### config.mk
export PLATFORM = sky130hd
export DESIGN_NAME = obi_arbiter
export DESIGN_NICKNAME = d
export VERILOG_FILES = /design/src/rtl/obi_arbiter.sv
export SDC_FILE = /design/constraint.sdc
export NUM_CORES = 1
export LEC_CHECK = 0
export ABC_AREA = 1
export ABC_CLOCK_PERIOD_IN_PS = 1800
export BUFFER_PORTS_ARGS = -buffer_cell sky130_fd_sc_hd__buf_4
export CORE_AREA = 2 2 121 123
export CTS_CLUSTER_DIAMETER = 50
export DETAILED_ROUTE_END_ITERATION = 16
export DIE_AREA = 0 0 123 125
export PLACE_DENSITY = 0.43
export SKIP_CTS_REPAIR_TIMING = 1
export SLEW_MARGIN = 20
export SYNTH_ARGS = -nofsm -noshare
export SYNTH_HDL_FRONTEND = slang
export SYNTH_SLANG_ARGS = --single-unit
export TNS_END_PERCENT = 50
### constraint.sdc
create_clock -name clk -period 1.8 [get_ports clk]
set_clock_uncertainty 0.1 [all_clocks]
set_input_delay 0.27 -clock clk [delete_from_list [all_inputs] [get_ports clk]]
set_output_delay 0.27 -clock clk [all_outputs]
set_load 0.05 [all_outputs]
### src/rtl/obi_arbiter.sv
// N-to-1 OBI arbiter: selects one master for the shared slave port and routes each response back to the master that issued it.
// Define OBI_ARB_FIXED_PRIO_EN for fixed priority (lowest index wins); the default build is round-robin.
module obi_arbiter #(
    parameter int N_MASTERS = 2,
    parameter int ADDR_W    = 32,
    parameter int DATA_W    = 32,
    parameter int MAX_OUTST = 2,
    parameter int BE_W      = DATA_W / 8
) (
    input  logic                        clk,
    input  logic                        rst,
    input  logic [N_MASTERS-1:0]        m_req,
    input  logic [N_MASTERS-1:0]        m_we,
    input  logic [N_MASTERS*BE_W-1:0]   m_be,
    input  logic [N_MASTERS*ADDR_W-1:0] m_addr,
    input  logic [N_MASTERS*DATA_W-1:0] m_wdata,
    output logic [N_MASTERS-1:0]        m_gnt,
    output logic [N_MASTERS-1:0]        m_rvalid,
    output logic [N_MASTERS*DATA_W-1:0] m_rdata,
    output logic                        s_req,
    output logic                        s_we,
    output logic [BE_W-1:0]             s_be,
    output logic [ADDR_W-1:0]           s_addr,
    output logic [DATA_W-1:0]           s_wdata,
    input  logic                        s_gnt,
    input  logic                        s_rvalid,
    input  logic [DATA_W-1:0]           s_rdata,
    output logic                        err
);
    localparam int IDX_W = $clog2(N_MASTERS);
    localparam int PTR_W = (MAX_OUTST > 1) ? $clog2(MAX_OUTST) : 1;
    localparam int CNT_W = $clog2(MAX_OUTST + 1);

    logic             lock_vld_q, lock_vld_d;
    logic [IDX_W-1:0] lock_idx_q, lock_idx_d;
    logic [IDX_W-1:0] fifo_q [MAX_OUTST];
    logic [IDX_W-1:0] fifo_d [MAX_OUTST];
    logic [PTR_W-1:0] wr_ptr_q, wr_ptr_d, rd_ptr_q, rd_ptr_d;
    logic [CNT_W-1:0] cnt_q, cnt_d;
    logic             err_q, err_d;
    logic [IDX_W-1:0] arb_sel, sel, idx;
    logic             found, push, pop;

`ifdef OBI_ARB_FIXED_PRIO_EN
    always_comb begin
        arb_sel = '0;
        found   = 1'b0;
        idx     = '0;
        for (int i = 0; i < N_MASTERS; i++) begin
            idx = IDX_W'(i);
            if (!found && m_req[idx]) begin
                arb_sel = idx;
                found   = 1'b1;
            end
        end
    end
`else
    logic [IDX_W-1:0] last_q, last_d;

    // Search starts one past the last granted master so every requester gets a turn.
    always_comb begin
        arb_sel = '0;
        found   = 1'b0;
        idx     = '0;
        for (int i = 1; i <= N_MASTERS; i++) begin
            idx = IDX_W'((int'(last_q) + i) % N_MASTERS);
            if (!found && m_req[idx]) begin
                arb_sel = idx;
                found   = 1'b1;
            end
        end
    end

    always_comb begin
        last_d = last_q;
        if (push) last_d = sel;
    end

    always_ff @(posedge clk or posedge rst) begin
        if (rst) last_q <= IDX_W'(N_MASTERS - 1);
        else     last_q <= last_d;
    end
`endif

    always_comb begin
        sel   = (lock_vld_q && m_req[lock_idx_q]) ? lock_idx_q : arb_sel;
        // Eligibility ignores a same-cycle pop so s_rvalid never reaches s_req combinationally.
        s_req   = (|m_req) && (cnt_q < CNT_W'(MAX_OUTST));
        s_we    = m_we[sel];
        s_be    = m_be[int'(sel)*BE_W +: BE_W];
        s_addr  = m_addr[int'(sel)*ADDR_W +: ADDR_W];
        s_wdata = m_wdata[int'(sel)*DATA_W +: DATA_W];
        push    = s_req && s_gnt;
        pop     = s_rvalid && (cnt_q != '0);
        m_gnt   = '0;
        m_rvalid = '0;
        m_gnt[sel] = push;
        m_rvalid[fifo_q[rd_ptr_q]] = pop;
    end

    always_comb begin
        lock_vld_d = s_req && !s_gnt;
        lock_idx_d = lock_vld_d ? sel : lock_idx_q;
        fifo_d     = fifo_q;
        wr_ptr_d   = wr_ptr_q;
        rd_ptr_d   = rd_ptr_q;
        cnt_d      = cnt_q;
        err_d      = err_q || (s_rvalid && (cnt_q == '0));
        if (push) begin
            fifo_d[wr_ptr_q] = sel;
            wr_ptr_d = (wr_ptr_q == PTR_W'(MAX_OUTST - 1)) ? '0 : wr_ptr_q + 1'b1;
        end
        if (pop) begin
            rd_ptr_d = (rd_ptr_q == PTR_W'(MAX_OUTST - 1)) ? '0 : rd_ptr_q + 1'b1;
        end
        case ({push, pop})
            2'b10:   cnt_d = cnt_q + 1'b1;
            2'b01:   cnt_d = cnt_q - 1'b1;
            default: cnt_d = cnt_q;
        endcase
    end

    always_ff @(posedge clk or posedge rst) begin
        if (rst) begin
            lock_vld_q <= 1'b0;
            lock_idx_q <= '0;
            wr_ptr_q   <= '0;
            rd_ptr_q   <= '0;
            cnt_q      <= '0;
            err_q      <= 1'b0;
            for (int i = 0; i < MAX_OUTST; i++) fifo_q[i] <= '0;
        end else begin
            lock_vld_q <= lock_vld_d;
            lock_idx_q <= lock_idx_d;
            wr_ptr_q   <= wr_ptr_d;
            rd_ptr_q   <= rd_ptr_d;
            cnt_q      <= cnt_d;
            err_q      <= err_d;
            fifo_q     <= fifo_d;
        end
    end

    assign m_rdata = {N_MASTERS{s_rdata}};
    assign err     = err_q;
endmodule

# Yosys cells after proc, flatten, opt, wreduce, memory -nomap -nowiden
# Cells that the tools add are included.
# Widths: inputs -> output; s select.
word_totals:
  regBits: 10
  latch_bits: 0
  ramBits: 0
  rom_bits: 0
  inputBits: 176
  elab_cells: 77
  n_memories: 0
op_classes:
  addsub: 6
  mul: 0
  n_div: 0
  n_lt_le_gt_ge: 11
  n_eq_ne: 2
  shifts: 3
  n_mux: 25
  bitwise_logic: 4
  n_reduce_logical: 17
ops:
  columns: ["cell", "count"]
  rows:
  - ["$shiftx 64x7->32", 2]
  - ["$mux 1", 20]
  - ["$logic_and 1x1->1", 10]
  - ["$lt 1x2->1 const B", 5]
  - ["$shiftx 8x4->4", 1]
  - ["$add 1x1->1 const B", 4]
  - ["$and 2x2->2", 2]
  - ["$ge 2x2->1 const B", 2]
  - ["$not 1->2", 2]
  - ["$pmux 2 s2", 1]
  - ["$reduce_bool 2->1", 2]
  - ["$demux 1 s1", 3]
  - ["$add 2x1->2 const B", 1]
  - ["$bwmux 2", 1]
  - ["$eq 2x1->1 const B", 1]
  - ["$eq 2x2->1 const B", 1]
  - ["$ge 1x1->1 const B", 2]
  - ["$logic_not 1->1", 2]
  - ["$logic_not 2->1", 1]
  - ["$lt 2x1->1 const B", 1]
  - ["$lt 2x2->1 const B", 1]
  - ["$reduce_or 2->1", 1]
  - ["$sub 2x1->2 const B", 1]
  - ["$logic_or 1x1->1", 1]

# Depth between registers and ports, before layout
# Gate-level depths: netlist (run 1).
depth:
  word_depth: 13
  mapped_depth: 8

# Worst setup path before layout (run 1)
# Ideal clock, no wire load.
synth_path:
  kind: "register to output"
  start: "reg last_q"
  end: "out m_gnt[0]"
  t_arrival_ns: 1.542
  path_slack_ns: -0.112
  stages_incl_launch_ff: 6
  path_buffers: 1
  cell_sequence: "dfstp_2 nor2_1 nor2_1 nor2_2 buf_2 nor2_1"
synth_between:
  elab_chain_len: 13
  word_cells_on_any_way: 18
  classes_between: "2 x add/sub; 2 x order compare; 10 x mux; 1 x bitwise; 3 x reduce/logical"
synth_rtl:
  columns: ["item", "line", "rtl"]
  rows:
  - ["start, declared", "58", "logic [IDX_W-1:0] last_q, last_d;"]
  - ["start signal, assigned", "80", "if (rst) last_q <= IDX_W'(N_MASTERS - 1);"]
  - ["start signal, assigned", "81", "else last_q <= last_d;"]
  - ["$add 1x1->1", "66", "idx = IDX_W'((int'(last_q) + i) % N_MASTERS);"]
  - ["$mux 1 (implied by the code) (2 in a row)", "67", "if (!found && m_req[idx]) begin"]
  - ["$mux 1", "67", null]
  - ["$logic_not 1->1", "67", null]
  - ["$logic_and 1x1->1", "67", null]
  - ["$mux 1 *", "67", null]
  - ["$mux 1 *", "86", "sel = (lock_vld_q && m_req[lock_idx_q]) ? lock_idx_q : arb_sel;"]
  - ["$lt 1x2->1 (implied by the code) or $ge 1x1->1 (tied branches)", "97", "m_gnt[sel] = push;"]
  - ["$logic_and 1x1->1 (implied by the code)", "97", null]
  - ["$mux 1 (implied by the code)", "97", null]
  - ["$demux 1 s1 *", "97", null]
  - ["$and 2x2->2 (no source line) *", null, null]
  - ["end, declared", "17", "output logic [N_MASTERS-1:0] m_gnt,"]
# Every way passes the cells marked *; elsewhere a longest branch is shown, timed or not. The select of a mux whose other input is x is not followed.

# Worst setup path in the final report (run 1)
layout_path:
  start: "reg last_q"
  end: "out s_addr[11]"
layout_between:
  elab_chain_len: 9
  word_cells_on_any_way: 13
  classes_between: "2 x add/sub; 1 x shift; 8 x mux; 2 x reduce/logical"
layout_rtl:
  columns: ["item", "line", "rtl"]
  rows:
  - ["$add 1x1->1", "66", null]
  - ["$mux 1 (implied by the code) (2 in a row)", "67", null]
  - ["$mux 1", "67", null]
  - ["$logic_not 1->1", "67", null]
  - ["$logic_and 1x1->1", "67", null]
  - ["$mux 1 *", "67", null]
  - ["$mux 1 *", "86", null]
  - ["$shiftx 64x7->32 *", "91", "s_addr = m_addr[int'(sel)*ADDR_W +: ADDR_W];"]
  - ["end, declared", "23", "output logic [ADDR_W-1:0] s_addr,"]
# Marked as above.

==> implementation parameters, run 1 <==
Parameter                              Value

Status
  Run status ... finished, violations left
  Violated checks ... negative setup slack

Layout
  Combined area of the multi-input logic cells ... 0.001072 mm^2
  Total of fill cells in the finished design ... 1,574
  Layout Utilization ... 0.2666
  Count of inserted antenna diode cells ... 0
  Storage cell area ... 251.5 um^2
  Area growth, synth to finish ... 101.1%
  Fraction of layout cells with a size suffix above 1 ... 0.5295
  Final nets ... 686

STA
  Headroom to the max-slew limit ... 0.7401
  Maximum clock frequency ... 496.2 MHz
  Final Max Slew Viols ... 0
  Count of endpoints failing hold in the final timing report ... 0
  Minimum period implied by the final worst setup slack ... 2.015 ns
  Minimum setup slack in the final design ... -0.2155 ns
  Setup violations, final ... 71
  Final period utilization ... 1.120
  Actual slew at the worst max-slew pin ... 0.3895 ns
  Setup repair after global routing missed its margin ... true

Synthesis
  Post-synthesis cell type with the largest combined area ... sky130_fd_sc_hd__nand2_1
  Share of the yosys chip area belonging to registers ... 0.1336
  Number of warnings printed during yosys synthesis ... 0
  Fraction of synthesized cell area taken by the top area cell type ... 0.4505
  EDFF count, synth ... 0
  Commonest register cell after synthesis ... sky130_fd_sc_hd__dfrtp_1
  Asr flop ratio synth ... 1.000
  FF+latch count, synth ... 10
  Most frequent cell after synthesis ... sky130_fd_sc_hd__nand2_1
  Mean Syn Cell Area ... 5.411 um^2
  Area of the mapped netlist ... 0.001883 mm^2
  Post-synth top cells ... sky130_fd_sc_hd__nand2_1 (226), sky130_fd_sc_hd__buf_4 (66), sky130_fd_sc_hd__dfrtp_1 (9)
  Syn_nets ... 525
  Count of different cell masters after synthesis ... 24
  Gate count of the mapped netlist ... 348
  Top post-synthesis cells by area ... sky130_fd_sc_hd__nand2_1 (45%), sky130_fd_sc_hd__buf_4 (26%), sky130_fd_sc_hd__dfrtp_1 (12%)

Detailed routing
  Wire length per cell after detailed routing ... 11.98 um
  Vias post-DR ... 2,603
  Initial drt markers ... 50
  Post-detailed-routing wire length ... 8.289 mm
  Post-route ant nets ... 0
  Vias per inst ... 3.762
  Number of iterations in the first detailed-routing pass ... 4
  # DRC ... 0

Power
  Power Dens Cells ... 1049 mW/mm^2
  Reported leakage power ... 2.185 nW
  Worst vdd rail ir drop ... 0.4270 mV

CTS
  Sinks on Clock Net ... 10
  Bufs on Longest Clock Path ... 2
  CTS clk-pin slew, worst paths ... 0.04 ns
  Later-pin clock latency in the skew report ... 0.23 ns
  CTS tree ... yes
  Number of buffers inserted during clock tree synthesis ... 3
  CTS Root Cell ... sky130_fd_sc_hd__clkbuf_16
  H-tree Lvls ... 1

Floorplan
  Die extent in y ... 125 um
  Die width ... 123 um
  Area of the core ... 0.01420 mm^2
  Die Footprint ... 0.01538 mm^2
  IO Count ... 315
  Count of standard-cell rows ... 44
  Initial cell density of the core ... 0.1326

Global route
  Overflow after GRT ... 0
  Global routing met1 resource utilization ... 0.09300
  Antenna violations before repair ... 0
  Wire length of the first global-routing pass ... 10.56 mm
  GRT busiest layer ... met2
  Total track usage ... 0.08482
  Vias in the first global route ... 2,402
  Met3 Track Usage GR ... 0.02099
  Pin count of the biggest net entering global routing ... 43
  GR Layer Usage met2 ... 0.1576

Critical path
  Maximum fanout count along the critical path ... 10
  Type of origin of the critical path ... flop
  Type of element capturing the critical path ... output port
  Arrival time at the worst endpoint ... 1.65 ns
  Category of the most critical setup path ... flop to output port
  Crit path required time ... 1.43 ns

Job
  Maximum Capacitance Violations ... 0

Place
  Port Buffers ... 218
  Routability cong. ... 0.8674
  HPWL Detailed ... 6.283 mm
  Worst setup timing slack at the placement stage ... -0.02325 ns

Min path
  Classification of the worst-slack hold path ... input port to flop
## path summary, 6_finish.rpt
kind	start	endpoint	slack [ns]	depth (start not counted)
min in group asynchronous	rst	err$_DFF_PP0_	0.48	3
hold reg to reg	last_q$_DFFE_PP1N_	last_q$_DFFE_PP1N_	0.37	2
hold / removal	s_gnt	lock_vld_q$_DFF_PP0_	0.14	2
max in group asynchronous	rst	last_q$_DFFE_PP1N_	0.80	3
setup / recovery	last_q$_DFFE_PP1N_	s_addr[11]	-0.22	7
setup reg to reg	cnt_q[0]$_DFFE_PP0P_	cnt_q[1]$_DFFE_PP0P_	0.20	7
## cell usage in the layout, fill, tap and decap left out, types with 3 or more instances in the layout
master                      instances
sky130_fd_sc_hd__nand2_1          203
sky130_fd_sc_hd__nand2_2           23
sky130_fd_sc_hd__dfrtp_1            9
sky130_fd_sc_hd__buf_6             58
sky130_fd_sc_hd__buf_12             4
sky130_fd_sc_hd__nor2_2             3
sky130_fd_sc_hd__clkbuf_16          6
sky130_fd_sc_hd__buf_4            165
sky130_fd_sc_hd__buf_8              4
sky130_fd_sc_hd__nor2_1             4
sky130_fd_sc_hd__inv_1              8
## where the power goes
group	total (mW)	internal (mW)	switching [mW]
sequential	0.392	0.327	0.0657
clock	0.394	0.296	0.0974
combinational	3.19	1.23	1.96
## cell families after synthesis
kind of cell               Yosys count  share of synthesized area
DFF                                 10                     0.1336
AOI/OAI and AO/OA                    4                    0.01395
xor gates and xnor gates             3                    0.01396
buffers and inverters               89                     0.3395
muxes                                1                   0.005316
adders and majority gates            1                   0.006643
and+or+nand+nor                    240                     0.4870
## state kept, by name, summed over array words and instances (netlist names)
register	count
err	1
lock_idx_q	1
cnt_q	2
wr_ptr_q	1
rd_ptr_q	1
lock_vld_q	1
last_q	1
fifo_q	2
## layer usage
metal	vias to the layer above	wire [um]
met5	-	0
met4	0	143
met3	12	832
met2	166	4268
met1	1133	3044
li1	1292	-
## layout make-up
| type | count | share of cell area |
|---|---|---|
| Timing Repair Buffer | 235 | 0.5590 |
| Multi-Input combinational cell | 249 | 0.2831 |
| Sequential cell | 10 | 0.06640 |
| Tap cell | 184 | 0.06079 |
| Clock buffer | 4 | 0.02081 |
| Inverter | 10 | 0.009911 |
## stage by stage
stage	cells	area [um^2]	hold WS (ns)	power [mW]	TNS, ns
3_3_place_gp	680	3316	0.1797	3.213	-0.02630
4_1_cts	684	3395	-0.06906	3.638	-15.66
6_report	692	3787	0.1363	3.973	-10.23
2_1_floorplan	348	1921	0.009463	2.644	-0.3194
3_5_place_dp	680	3316	0.1810	3.219	-0.04987
5_1_grt	692	3787	0.1479	4.201	-15.63
## critical path, stage by stage (launching register included)
cell	delay, ns
sky130_fd_sc_hd__dfstp_2	0.53
sky130_fd_sc_hd__nor2_2	0.06
sky130_fd_sc_hd__o21ai_4	0.18
sky130_fd_sc_hd__buf_6	0.15
sky130_fd_sc_hd__buf_12	0.14
sky130_fd_sc_hd__nand2_1	0.07
sky130_fd_sc_hd__nand2_2	0.07
sky130_fd_sc_hd__buf_4	0.19
Power figures use the tool's default switching activity.
==> run 2: changes to the inputs <==
--- a/config.mk
+++ b/config.mk
@@ -12,7 +12,7 @@
 export CTS_CLUSTER_DIAMETER = 50
 export DETAILED_ROUTE_END_ITERATION = 16
 export DIE_AREA = 0 0 123 125
-export PLACE_DENSITY = 0.43
+export PLACE_DENSITY = 0.46
 export SKIP_CTS_REPAIR_TIMING = 1
 export SLEW_MARGIN = 20
 export SYNTH_ARGS = -nofsm -noshare
==> run 2 against run 1 <==
The run still ends with negative setup slack left. Cell count down 1.2%. Via count down 3.1%. Sequential power about the same. Critical path depth down 1. Routed wire length down 13%. Die area unchanged. Combinational power down 7.2%. First-iteration DRC count down 12%. Maximum frequency up 0.90%.
==> implementation parameters, run 2 (synthesis results as in run 1) <==
Parameter                              Value

Critical path
  Maximum fanout count along the critical path ... 36
  Type of origin of the critical path ... flop
  Crit path required time ... 1.43 ns
  Type of element capturing the critical path ... output port
  Arrival time at the worst endpoint ... 1.63 ns
  Category of the most critical setup path ... flop to output port

CTS
  CTS tree ... yes
  CTS clk-pin slew, worst paths ... 0.04 ns
  Later-pin clock latency in the skew report ... 0.24 ns
  Number of buffers inserted during clock tree synthesis ... 3
  Bufs on Longest Clock Path ... 2
  Sinks on Clock Net ... 10
  CTS Root Cell ... sky130_fd_sc_hd__clkbuf_16
  H-tree Lvls ... 1

Status
  Run status ... finished, violations left
  Violated checks ... negative setup slack

Place
  Routability cong. ... 0.7455
  HPWL Detailed ... 5.951 mm
  Port Buffers ... 218
  Worst setup timing slack at the placement stage ... -0.03076 ns
  Number of placed cells counting well taps ... 679

Floorplan
  Die Footprint ... 0.01538 mm^2
  Count of standard-cell rows ... 44
  Die extent in y ... 125 um
  Area of the core ... 0.01420 mm^2
  Initial cell density of the core ... 0.1326
  Die width ... 123 um
  IO Count ... 315

Layout
  Fraction of layout cells with a size suffix above 1 ... 0.5140
  Final nets ... 678
  Finished Layout Cells ... 684
  Biggest registers after layout ... cnt_q (2), fifo_q (2)
  Commonest non-fill, non-tap cell in the layout ... sky130_fd_sc_hd__nand2_1
  Layout Utilization ... 0.2526
  Commonest cells after routing, fill and taps aside ... sky130_fd_sc_hd__nand2_1 (208), sky130_fd_sc_hd__buf_4 (187), sky130_fd_sc_hd__buf_6 (26)
  Count of inserted antenna diode cells ... 0
  Area growth, synth to finish ... 90.50%

Min path
  Classification of the worst-slack hold path ... input port to flop

Global route
  Vias in the first global route ... 2,320
  Pin count of the biggest net entering global routing ... 42
  Antenna violations before repair ... 0
  Total track usage ... 0.08127
  Overflow after GRT ... 0
  Wire length of the first global-routing pass ... 10.20 mm

STA
  Worst hold margin ... 0.1358 ns
  Final sum of negative setup slack ... -11.32 ns
  Minimum setup slack in the final design ... -0.1976 ns
  Minimum period implied by the final worst setup slack ... 1.998 ns
  Final Max Slew Viols ... 0
  Headroom to the max-slew limit ... 0.7346
  Setup violations, final ... 70
  Count of endpoints failing hold in the final timing report ... 0
  Setup repair after global routing missed its margin ... true
  Actual slew at the worst max-slew pin ... 0.3977 ns
  Maximum clock frequency ... 500.6 MHz
  Final period utilization ... 1.110

Detailed routing
  Number of iterations in the first detailed-routing pass ... 5
  Initial drt markers ... 44
  Wire length per cell after detailed routing ... 10.60 um
  # DRC ... 0
  Post-route ant nets ... 0
  Routed length on met2 ... 3.603 mm
  Post-detailed-routing wire length ... 7.252 mm
  Met3 Routed Length ... 878 um
  Vias post-DR ... 2,523
  Vias per inst ... 3.689
  Met1 routed wirelength after detailed routing ... 2.587 mm
  Uppermost signal routing layer after detailed routing ... met4

Job
  Maximum Capacitance Violations ... 0

Power
  Worst vdd rail ir drop ... 0.4659 mV
  Reported leakage power ... 2.102 nW
  Power Dens Cells ... 1058 mW/mm^2
run 2: layout make-up:
class | count | area, um^2
Sequential cell | 10 | 251.5
Tap cell | 184 | 230.2
Inverter | 10 | 37.54
Clock buffer | 4 | 88.84
Timing Repair Buffer | 227 | 1922
Fill cell | 1574 | 10620
Multi-Input combinational cell | 249 | 1057
run 2: worst max-delay path, stage by stage, from the launching register on:
cell	delay (ns)
sky130_fd_sc_hd__dfstp_2	0.53
sky130_fd_sc_hd__nor2_2	0.06
sky130_fd_sc_hd__o21ai_4	0.22
sky130_fd_sc_hd__buf_12	0.22
sky130_fd_sc_hd__nand2_1	0.09
sky130_fd_sc_hd__nand2_2	0.07
sky130_fd_sc_hd__buf_4	0.19
run 2: per-layer routing:
layer / up-vias / track usage
met5: - / 0
met4: 0 / 0.03342
met3: 24 / 0.02099
met2: 163 / 0.1475
met1: 1059 / 0.08806
li1: 1277 / -
run 2: path summary, 6_finish.rpt:
check / from / endpoint / slack (ns) / depth (start not counted)
max: last_q$_DFFE_PP1N_ / s_addr[12] / -0.20 / 6
max reg2reg: cnt_q[0]$_DFFE_PP0P_ / cnt_q[1]$_DFFE_PP0P_ / 0.11 / 7
max in group asynchronous: rst / last_q$_DFFE_PP1N_ / 0.80 / 3
min in group asynchronous: rst / err$_DFF_PP0_ / 0.48 / 3
min: s_gnt / lock_vld_q$_DFF_PP0_ / 0.14 / 2
min reg2reg: last_q$_DFFE_PP1N_ / last_q$_DFFE_PP1N_ / 0.37 / 2
run 2: through the flow:
| stage | power (mW) | instance area [um^2] |
|---|---|---|
| floorplan | 2.644 | 1921 |
| global placement | 3.194 | 3308 |
| detailed placement | 3.206 | 3308 |
| CTS | 3.666 | 3397 |
| global route | 4.021 | 3587 |
| finish | 3.797 | 3587 |
run 2: where the power goes:
part | internal (mW) | leakage (nW) | switching, mW
clock | 0.335 | 0.0442 | 0.110
combinational | 1.08 | 1.94 | 1.88
sequential | 0.326 | 0.118 | 0.0639
total | 1.74 | 2.10 | 2.06
